<file path="config.mk">
export PLATFORM = sky130hd
export DESIGN_NAME = ber_monitor
export DESIGN_NICKNAME = d
export VERILOG_FILES = /design/src/rtl/ber_pkg.sv /design/src/rtl/ber_ref_history.sv /design/src/rtl/ber_monitor.sv
export SDC_FILE = /design/constraint.sdc
export NUM_CORES = 1
export LEC_CHECK = 0
export CORE_MARGIN = 1
export CORE_UTILIZATION = 35
export DETAILED_ROUTE_END_ITERATION = 16
export PLACE_DENSITY_LB_ADDON = 0.25
export SLEW_MARGIN = 20
export SYNTH_ARGS = -nofsm -noshare
export SYNTH_HDL_FRONTEND = slang
export SYNTH_SLANG_ARGS = --single-unit
</file>
<file path="constraint.sdc">
create_clock -name clk -period 6.3 [get_ports clk]
set_clock_uncertainty 0.05 [all_clocks]
set_input_delay 1.26 -clock clk [delete_from_list [all_inputs] [get_ports clk]]
set_output_delay 1.26 -clock clk [all_outputs]
set_load 0.005 [all_outputs]
</file>
<file path="src/rtl/ber_pkg.sv">
// ber_pkg: shared state type, latency width and saturating counter helper for the BER monitor
package ber_pkg;
  typedef enum logic {SEARCH, LOCKED} state_t;

  function automatic int lat_w(input int max_lat);
    return $clog2(max_lat + 1);
  endfunction

  function automatic logic [63:0] sat_inc(input logic [63:0] v, input logic [63:0] max);
    return (v >= max) ? v : v + 64'd1;
  endfunction
endpackage

</file>
<file path="src/rtl/ber_ref_history.sv">
// ber_ref_history: reference bit history, fill count and candidate tap read
module ber_ref_history import ber_pkg::*; #(
  parameter int MAX_LAT = 64,
  localparam int CW = $clog2(MAX_LAT),
  localparam int LW = lat_w(MAX_LAT)
) (
  input  logic          clk,
  input  logic          rst,
  input  logic          ref_i,
  input  logic          ref_valid_i,
  input  logic [CW-1:0] c,
  output logic          hist_bit,
  output logic          avail
);
  logic [MAX_LAT-1:0] hist;
  logic [LW-1:0]      fill;

  always_ff @(posedge clk or posedge rst)
    if (rst) begin
      hist <= '0;
      fill <= '0;
    end else if (ref_valid_i) begin
      hist <= {hist[MAX_LAT-2:0], ref_i};
      fill <= (fill == LW'(MAX_LAT)) ? fill : fill + LW'(1);
    end

  // reads are pre-shift, so a same-cycle ref event never disturbs the compare
  assign hist_bit = hist[c];
  assign avail    = fill > LW'(c);
endmodule

</file>
<file path="src/rtl/ber_monitor.sv">
// ber_monitor: automatic latency search, lock tracking and post-decoding bit/error counting
module ber_monitor import ber_pkg::*; #(
  parameter int MAX_LAT  = 64,
  parameter int WIN      = 32,
  parameter int LOSS_THR = 8,
  parameter int CNT_W    = 32
) (
  input  logic                       clk,
  input  logic                       rst,
  input  logic                       ref_i,
  input  logic                       ref_valid_i,
  input  logic                       dec_i,
  input  logic                       dec_valid_i,
  input  logic                       clear_i,
  output logic                       locked_o,
  output logic [lat_w(MAX_LAT)-1:0]  latency_o,
  output logic [CNT_W-1:0]           bit_ct_o,
  output logic [CNT_W-1:0]           err_ct_o,
  output logic                       sync_loss_o
);
  localparam int CW = $clog2(MAX_LAT);
  localparam int LW = lat_w(MAX_LAT);
  localparam int RW = $clog2(WIN + 1);
  localparam int WW = $clog2(WIN);
  localparam int EW = $clog2(LOSS_THR + 1);
  localparam logic [63:0] CNT_MAX = 64'((65'd1 << CNT_W) - 65'd1);

  state_t        state;
  logic [CW-1:0] c;
  logic [RW-1:0] run;
  logic [WW-1:0] win_cnt;
  logic [EW-1:0] win_err;
  logic          hist_bit, avail, mm;
  logic [63:0]   bit_nx, err_nx;

  ber_ref_history #(.MAX_LAT(MAX_LAT)) u_hist (
    .clk(clk), .rst(rst), .ref_i(ref_i), .ref_valid_i(ref_valid_i),
    .c(c), .hist_bit(hist_bit), .avail(avail)
  );

  assign mm       = dec_i ^ hist_bit;
  assign bit_nx   = sat_inc(64'(bit_ct_o), CNT_MAX);
  assign err_nx   = sat_inc(64'(err_ct_o), CNT_MAX);
  assign locked_o = state == LOCKED;

  always_ff @(posedge clk or posedge rst)
    if (rst) begin
      state       <= SEARCH;
      c           <= '0;
      run         <= '0;
      win_cnt     <= '0;
      win_err     <= '0;
      latency_o   <= '0;
      bit_ct_o    <= '0;
      err_ct_o    <= '0;
      sync_loss_o <= 1'b0;
    end else begin
      sync_loss_o <= 1'b0;
      if (dec_valid_i && state == SEARCH && avail) begin
        if (mm) begin
          run <= '0;
          c   <= (c == CW'(MAX_LAT - 1)) ? '0 : c + CW'(1);
        end else if (run == RW'(WIN - 1)) begin
          state     <= LOCKED;
          latency_o <= LW'(c) + LW'(1);
          run       <= '0;
          win_cnt   <= '0;
          win_err   <= '0;
        end else
          run <= run + RW'(1);
      end
      if (dec_valid_i && state == LOCKED) begin
        bit_ct_o <= bit_nx[CNT_W-1:0];
        if (mm) err_ct_o <= err_nx[CNT_W-1:0];
        // c is left alone on loss so the previous latency is retried first
        if (mm && win_err == EW'(LOSS_THR - 1)) begin
          state       <= SEARCH;
          sync_loss_o <= 1'b1;
          run         <= '0;
          win_cnt     <= '0;
          win_err     <= '0;
        end else if (win_cnt == WW'(WIN - 1)) begin
          win_cnt <= '0;
          win_err <= '0;
        end else begin
          win_cnt <= win_cnt + WW'(1);
          win_err <= win_err + EW'(mm);
        end
      end
      if (clear_i) begin
        bit_ct_o <= '0;
        err_ct_o <= '0;
      end
    end
endmodule

</file>
[Word-level counts from Yosys, hierarchy flattened]
Index checks and enable logic that the tools add are counted.
Widths: inputs -> output; s select.
Storage, ports and cells
  register bits: 165
  word-level logic and storage cells: 83
Operators by class
  add/subtract/negate cells: 8
  $lt $le $gt $ge: 4
  eq/ne operators: 8
  multiplexer cells: 34
  bitwise operators: 4
  reduce and logical (&&, ||, !) cells: 14
Operator list (number)
  $mux 32: 7
  $add 32x1->32 const B: 2
  $ge 32x32->1 const B: 2
  $mux 6: 6
  $mux 5: 6
  $mux 4: 6
  $add 6x1->6 const B: 2
  $reduce_and 3->1: 3
  $mux 1: 8
  $reduce_bool 2->1: 4
  $add 6x1->7 const B: 1
  $add 7x1->7 const B: 1
  $eq 7x7->1 const B: 1
  $gt 7x6->1: 1
  $lt 6x7->1 const B: 1
  $bmux 1 s6: 1
  $eq 6x5->1 const B: 1
  $eq 6x6->1 const B: 1
  $reduce_and 2->1: 3
  $add 5x1->5 const B: 1
  $eq 5x5->1 const B: 1
  $add 4x1->4: 1
  $eq 4x3->1 const B: 1
  $logic_and 1x1->1: 4
  other kinds (4): 7

[Depth between registers and ports, before layout]
Gate-level depths: netlist of run 1.
  depth after elaboration: 7
  mapped depth: 15

[Modules after synthesis]
Synthesis of run 1 repeated with hierarchy kept, for this count alone.
Unflattened totals
  cell total of the unflattened synthesis: 772
  area total of the unflattened synthesis: 8399.3 µm²
Modules (own cells, without submodules)
  ber_monitor: times used 1, cells each 545, area each 5022.3 µm²
  ber_ref_history: times used 1, cells each 227, area each 3377.0 µm²

[Worst setup path after synthesis of run 1]
No wires, ideal clock.
  path type: register -> register
  from: register c[1]
  to: register win_err[1]
  data arrival time: 2.999 ns
  data required time: 6.149 ns
  slack: 3.150 ns
  stages on the path, launching flop included: 13
  period minus slack after synthesis: 3.150 ns
  path through: dfrtp_1 buf_2 mux4_2 mux2_2 nor4_1 and4b_4 and2_4 xnor2_4 inv_2 ha_1 ha_1 inv_1 o32ai_1
Between the ends
  cells in the longest elaborated chain, start to end: 7
  elaborated cells on any way between the ends: 13
  those cells by class: add/sub: 1; order compare: 1; eq/ne: 1; mux: 5; bitwise: 1; reduce/logical: 4
RTL lines
  from (decl): RTL line ber_monitor.sv:29  | logic [CW-1:0] c;
  from (signal assigned): RTL line ber_monitor.sv:62  | c <= (c == CW'(MAX_LAT - 1)) ? '0 : c + CW'(1);
  $bmux 1 s6: RTL line ber_ref_history.sv:28  | assign hist_bit = hist[c];
  $mux 1 (implied by the code): RTL line ber_ref_history.sv:28
  $xor 1x1->1: RTL line ber_monitor.sv:41  | assign mm = dec_i ^ hist_bit;
  $add 4x1->4: RTL line ber_monitor.sv:87  | win_err <= win_err + EW'(mm);
  $mux 4: RTL line ber_monitor.sv:82  | end else if (win_cnt == WW'(WIN - 1)) begin
  $mux 4: RTL line ber_monitor.sv:76  | if (mm && win_err == EW'(LOSS_THR - 1)) begin
  $mux 4: RTL line ber_monitor.sv:72  | if (dec_valid_i && state == LOCKED) begin
  to (signal assigned): RTL line ber_monitor.sv:87
  to (decl): RTL line ber_monitor.sv:32  | logic [EW-1:0] win_err;
Parallel ways exist; a longest one is shown, timed or not. The select of a mux whose other input is x is not followed.
A chain may end at the register's enable or synchronous reset.

[Worst setup path after layout of run 1]
Same ends and word-level chain as after synthesis.

==> metrics.md, run 1 <==
| Metric | Value |
|---|---|
| Top FF cell, synth | dfrtp_1 |
| Filler cells | 2,218 |
| Placed cells | 1,128 |
| Die area | 24,520 sq um |
| Top Ports | 80 |
| Sequential share of power | 44.2% |
| Share of cells above drive strength 1 | 16.79% |
| First-pass GRT wire length | 29.69 mm |
| Post-synthesis compound-gate area fraction | 8.408% |
| Clock power share | 33.2% |
| Sink Count | 165 |
| Register Area | 4129 sq um |
| Footprint of the multi-input gates | 3975 sq um |
| Power share of the combinational group | 22.7% |
| Core region area | 23,470 sq um |
| Post-Synth Simple-Gate Area | 16.14% |
| Max_slew headroom | 24.35% |
| Max VDD drop | 201.8 uV |
| Worst-margin pin slew | 1.131 ns |
| Initial DRT Pass Iterations | 4 |
| Setup crit start kind | flip-flop |
| Largest delay share family, worst path | simple AND/OR/NAND/NOR gates |
| # resized after CTS | 0 |
| Final setup viols | 0 |
| Vias in the first global route | 5,711 |
| Die Ht | 156.6 microns |
| GRT Resource Usage Total | 15.25% |
| Chip width | 156.6 microns |
| Final hold violations | 0 |
| # diodes | 0 |
| Crit path DAT | 4.42 ns |
| Worst skew pair latency | 0.42 ns |
| Internal Power | 0.002058 W |
| Reg clk slew, reported paths | 0.07 ns |
| Pwr per Cell Area | 302.3 nW/um^2 |
| Synth Register Bits | 165 |
| Final Slew Violations | 0 |
| Post-synthesis async set-or-reset flop share | 100.0% |
| Drt via density | 5.129 |
| CP most frequent cell | ha_1 |
| Most frequent cells in the layout | 165 x dfrtp_1, 77 x mux2_2, 77 x clkdlybuf4s50_1, 60 x nor2_1, 45 x nand2_1 |
| Setup slack after layout | 2.152 ns |
| Post-Syn Area | 8363 sq um |
| Sw power | 0.0009741 W |
| Peak Freq | 0.2411 GHz |
| Post-synth cell types | 65 |
| Leak | 4.297 nW |
| Adder-cell share of the synthesized area | 2.394% |
| Worst path buffer plus inverter count | 3 |
| Detail Route Antenna Nets | 0 |
| Root Driver | clkbuf_16 |
| Drt total wl | 17.50 mm |
| Status | finished, final reports clean |
| Inserted Clock Buffers | 17 |
| Mapped Nets | 780 |
| Critical path's largest stage delay | 0.68 ns |
| Largest net degree at the start of global routing | 95 |
| Drt wl/cell | 15.10 microns |
| Synth Warn # | 0 |
| Largest family of logic cells by synthesized area | simple AND/OR/NAND/NOR gates |
| Sw frac | 32.13% |
| Hold Crit Class | reg -> reg |
| Post-CTS Setup Bufs | 0 |
| Post-route DRC | 0 |
| Slowest-stage cell, CP | dfrtp_1 |
| Final Non-Filler Cells | 1,159 |
| Minimum clock period after layout | 4.148 ns |
| Hold-fix buffers, CTS | 0 |
| Cell area after layout | 10,030 sq um |
| Post-synth EDFFs | 0 |
| Critical Path Sink Type | flip-flop |
| Setup TNS | 0 ns |
| CTS tree | done |
| Critical Path Fanout Max | 16 |
| Total Nets Final | 851 |
| Synth-to-Final Area Change | 19.91% |
| Max-cap violation count | 0 |
| Clk buf depth | 2 |
| Seq/Total Area, Yosys | 49.37% |
| H-Tree Depth | 4 |
| Syn_area_per_cell | 11.05 sq um |
| Post-synthesis mux area share | 15.20% |
| Gp weighted congestion | 0.7873 |
| # rows | 56 |
| Synth Instances | 757 |
| Initial antenna violation count | 0 |
| Overflow after GRT | 0 |
| Most common cell after layout, fill and taps aside | dfrtp_1 |
| CP Cell Sequence | buf_4 -> mux4_2 -> and3_1 -> or4_1 -> and4b_4 -> and2_4 -> xnor2_4 -> inv_2 -> ha_1 -> ha_1 -> inv_1 -> o32ai_1 |
| Cell area after placement | 9465 sq um |
| Critical path class | reg -> reg |
| Initial core utilization | 35.63% |
| Required time of the critical path | 6.57 ns |
| Fin crit share | 65.83% |
| First DRT Iteration DRCs | 286 |
| Post-Synth XOR/XNOR Area | 5.251% |
| Unrepaired setup endpoints after global routing | no |
| Vias | 5,944 |
| Port bufs | 79 |
| HPWL Detailed | 11.86 mm |
| Final core occ | 42.72% |
| Pre-CTS setup slack | 2.178 ns |
[metrics by stage]
step / total power, W / hold WS [ns]
6_report: 0.003032 / 0.4625
4_1_cts: 0.003065 / 0.4618
5_1_grt: 0.003207 / 0.4941
2_1_floorplan: 0.001882 / 0.4225
3_5_place_dp: 0.002048 / 0.4464
3_3_place_gp: 0.002037 / 0.4386
[state kept, by name (all words and copies together) (netlist names)]
name	count
locked_o	1
c	6
u_hist.hist	64
latency_o	7
err_ct_o	32
sync_loss_o	1
bit_ct_o	32
win_err	4
u_hist.fill	7
run	6
win_cnt	5
[per-layer routing]
layer	vias up	wire length, microns	GRT usage, %	part of all wire [%]
met5	-	0	0	0
met4	0	193	4.902	1.1
met3	14	668	3.046	3.8
met2	105	8136	23.64	46
met1	2940	8500	21.30	49
li1	2885	-	-	-
[logic make-up (layout without fill, tap and decap cells)]
| family | Yosys count | in the layout |
|---|---|---|
| DFF | 165 | 165 |
| xor gates and xnor gates | 48 | 48 |
| buffers and inverters | 68 | 151 |
| and+or+nand+nor | 255 | 255 |
| muxes | 107 | 107 |
| AOI/OAI and AO/OA | 98 | 98 |
| adders and majority gates | 16 | 16 |
[final timing paths]
kind,startpoint,to,slack (ns),depth (start not counted)
min in group asynchronous,rst,err_ct_o[10],1.34,2
max in group asynchronous,rst,u_hist.hist[29],3.85,3
worst max-delay path,c[1],win_err[1],2.15,12
worst min-delay path,run[0],run[0],0.46,1
worst min register to register,run[0],run[0],0.46,1
worst max register to register,c[1],win_err[1],2.15,12
[cell usage after synthesis (all sizes together), types with 8 or more instances]
library cell	instances	area [sq um]
nor3	17	101.4
and3	12	75.07
xnor2	23	220.2
dfrtp	165	4129
buf	10	52.55
ha	16	200.2
nor4	9	56.30
o21ai	16	80.07
nand4	20	125.1
mux4	8	180.2
or3	9	56.30
mux2i	22	224.0
o211ai	8	60.06
or4	15	112.6
nand3	27	135.1
clkbuf	23	86.33
nor2b	11	68.82
nor2	61	231.5
inv	35	131.4
xor2	25	219.0
o31ai	14	118.9
mux2	77	867.1
nand2	45	168.9
a21oi	21	105.1
and2	12	77.58
[area by class of cell]
class | instances | area share (%)
Tap cell | 319 | 3.980
Inverter | 35 | 1.360
Clock buffer | 18 | 4.379
Timing Repair Buffer | 85 | 8.235
Clock inverter | 13 | 1.235
Sequential cell | 165 | 41.17
Multi-Input combinational cell | 524 | 39.64
[power by group through the flow]
stage          Sequential, W  Combinational [W]  Clock, W
2_1_floorplan        0.00127           0.000611         0
3_3_place_gp         0.00136           0.000682         0
3_5_place_dp         0.00136           0.000691         0
4_1_cts              0.00134           0.000696   0.00103
5_1_grt              0.00136           0.000771   0.00107
6_report             0.00134           0.000687   0.00101
(Power assumes the default switching activity.)
==> run 2: changes to the inputs <==
clock period = 3.7 ns   (was 6.3 ns; I/O delays follow)
==> metrics.md, run 2 (same netlist as run 1, synthesis figures left out) <==
| Metric | Value |
|---|---|
| Drt wl/cell | 14.86 microns (was 15.10 microns) |
| Slowest-stage cell, CP | mux4_2 (was dfrtp_1) |
| Top Usage Layer GRT | met2 (unchanged) |
| Setup crit start kind | flip-flop (unchanged) |
| Max reg flops | 64 (unchanged) |
| Peak Freq | 0.3094 GHz (was 0.2411 GHz) |
| Vias in the first global route | 5,713 (was 5,711) |
| Overflow after GRT | 0 (unchanged) |
| Largest net degree at the start of global routing | 166 (was 95) |
| Critical path's largest stage delay | 0.52 ns (was 0.68 ns) |
| Setup TNS | 0 ns (unchanged) |
| Minimum clock period after layout | 3.232 ns (was 4.148 ns) |
| Unrepaired setup endpoints after global routing | no (unchanged) |
| Placed cells | 1,140 (was 1,128) |
| Worst skew pair latency | 0.43 ns (was 0.42 ns) |
| Final hold violations | 0 (unchanged) |
| Detail Route Antenna Nets | 0 (unchanged) |
| Post-route DRC | 0 (unchanged) |
| Most frequent cells in the layout | 165 x dfrtp_1, 77 x mux2_2, 77 x clkdlybuf4s50_1, 60 x nor2_1, 45 x nand2_1 (unchanged) |
| Critical path class | reg -> reg (unchanged) |
| Sink Count | 165 (unchanged) |
| H-Tree Depth | 4 (unchanged) |
| Most common cell after layout, fill and taps aside | dfrtp_1 (unchanged) |
| Required time of the critical path | 3.95 ns (was 6.57 ns) |
| Max-cap violation count | 0 (unchanged) |
| Root Driver | clkbuf_16 (unchanged) |
| Top reg by flops | u_hist.hist (unchanged) |
| # rows | 56 (unchanged) |
| Worst-margin pin slew | 1.074 ns (was 1.131 ns) |
| Max_slew headroom | 28.43% (was 24.35%) |
| Setup slack after layout | 0.4676 ns (was 2.152 ns) |
| Critical Path Fanout Max | 14 (was 16) |
| Leak | 4.359 nW (was 4.297 nW) |
| Hold-fix buffers, CTS | 0 (unchanged) |
| CP most frequent cell | mux2_2 (was ha_1) |
| Top Ports | 80 (unchanged) |
| Inserted Clock Buffers | 17 (unchanged) |
| Largest regs | u_hist.hist x64, bit_ct_o x32, err_ct_o x32 (unchanged) |
| Post-CTS Setup Bufs | 0 (unchanged) |
| # resized after CTS | 0 (unchanged) |
| Share of cells above drive strength 1 | 18.05% (was 16.79%) |
| Met1 Track Usage GR | 21.19% (was 21.30%) |
| Max VDD drop | 280.8 uV (was 201.8 uV) |
| Fin crit share | 87.36% (was 65.83%) |
| Worst path buffer plus inverter count | 2 (was 3) |
| Initial DRT Pass Iterations | 5 (was 4) |
| Vias | 5,950 (was 5,944) |
| Core region area | 23,470 sq um (unchanged) |
| Die Ht | 156.6 microns (unchanged) |
| Gp weighted congestion | 0.8045 (was 0.7873) |
| Pwr per Cell Area | 516.1 nW/um^2 (was 302.3 nW/um^2) |
| Hold Crit Class | reg -> reg (unchanged) |
| HPWL Detailed | 11.81 mm (was 11.86 mm) |
| Final Slew Violations | 0 (unchanged) |
| Met3 usage | 2.908% (was 3.046%) |
| Synth-to-Final Area Change | 21.38% (was 19.91%) |
| Die area | 24,520 sq um (unchanged) |
| Pre-CTS setup slack | 0.4681 ns (was 2.178 ns) |
| Drt via density | 5.072 (was 5.129) |
| Final setup viols | 0 (unchanged) |
| Largest delay share family, worst path | multiplexers (was simple AND/OR/NAND/NOR gates) |
| Final Non-Filler Cells | 1,173 (was 1,159) |
| Port bufs | 79 (unchanged) |
| Drt total wl | 17.43 mm (was 17.50 mm) |
| First-pass GRT wire length | 29.57 mm (was 29.69 mm) |
| First DRT Iteration DRCs | 297 (was 286) |
| CTS tree | done (unchanged) |
| Clk buf depth | 2 (unchanged) |
| GRT Resource Usage Total | 15.18% (was 15.25%) |
| Chip width | 156.6 microns (unchanged) |
| CP Cell Sequence | buf_4 -> mux4_2 -> mux2_2 -> nand3_1 -> nand4_1 -> and2_4 -> xnor2_4 -> inv_2 -> nor3_4 -> mux2_2 (was buf_4 -> mux4_2 -> and3_1 -> or4_1 -> and4b_4 -> and2_4 -> xnor2_4 -> inv_2 -> ha_1 -> ha_1 -> inv_1 -> o32ai_1) |
| Critical Path Sink Type | flip-flop (unchanged) |
| Reg clk slew, reported paths | 0.07 ns (about the same) |
| Initial core utilization | 35.63% (unchanged) |
| Initial antenna violation count | 0 (unchanged) |
| Filler cells | 2,214 (was 2,218) |
| Total power | 0.005239 W (was 0.003032 W) |
| Crit path DAT | 3.48 ns (was 4.42 ns) |
| Total Nets Final | 863 (was 851) |
| Status | finished, final reports clean (unchanged) |
| Met2 Usage GRT | 23.60% (was 23.64%) |
-- run 2: cell count changes in the layout (fill, tap and decap cells not counted) --
| cell | before | now |
|---|---|---|
| buf_12 | 0 | 2 |
| buf_4 | 6 | 16 |
| clkbuf_8 | 1 | 0 |
| clkinv_2 | 3 | 2 |
| clkinv_4 | 2 | 3 |
| clkinvlp_4 | 2 | 4 |
| diode_2 | 0 | 1 |
-- run 2: cell type report --
class	instances	area [sq um]	area share, %
well taps	319	399.1	3.932
repair buffers	97	940.9	9.269
diodes	1	2.502	0.02465
inverters	35	135.1	1.331
flip-flops and latches	165	4129	40.68
clock buffers	17	425.4	4.191
multi-input cells	524	3975	39.16
clock inverters	15	143.9	1.417
-- run 2: power by group --
| group | total, W | switching [W] | internal [W] |
|---|---|---|---|
| Sequential | 0.00220 | 0.000195 | 0.00201 |
| Combinational | 0.00132 | 0.000722 | 0.000600 |
| Clock | 0.00171 | 0.000771 | 0.000941 |
-- run 2: through the flow --
stage / hold WS [ns] / utilization (%) / instance area [sq um]
6_report: 0.4590 / 43.25 / 10150
4_1_cts: 0.4623 / 43.24 / 10150
3_5_place_dp: 0.4468 / 40.81 / 9579
5_1_grt: 0.4733 / 43.24 / 10150
2_1_floorplan: 0.4225 / - / 8367
3_3_place_gp: 0.4375 / 40.81 / 9579
-- run 2: path summary, 6_finish.rpt --
path	from	end	slack [ns]	cells past startpoint
max	c[1]	latency_o[2]	0.47	10
min	latency_o[4]	latency_o[4]	0.46	1
max reg2reg	c[1]	latency_o[2]	0.47	10
min reg2reg	latency_o[4]	latency_o[4]	0.46	1
max in group asynchronous	rst	u_hist.hist[28]	1.96	3
min in group asynchronous	rst	err_ct_o[9]	0.72	3
-- run 2: routing by layer --
layer | up-vias | wire (microns)
li1 | 2904 | -
met1 | 2940 | 8556
met2 | 90 | 7974
met3 | 16 | 655
met4 | 0 | 242
met5 | - | 0
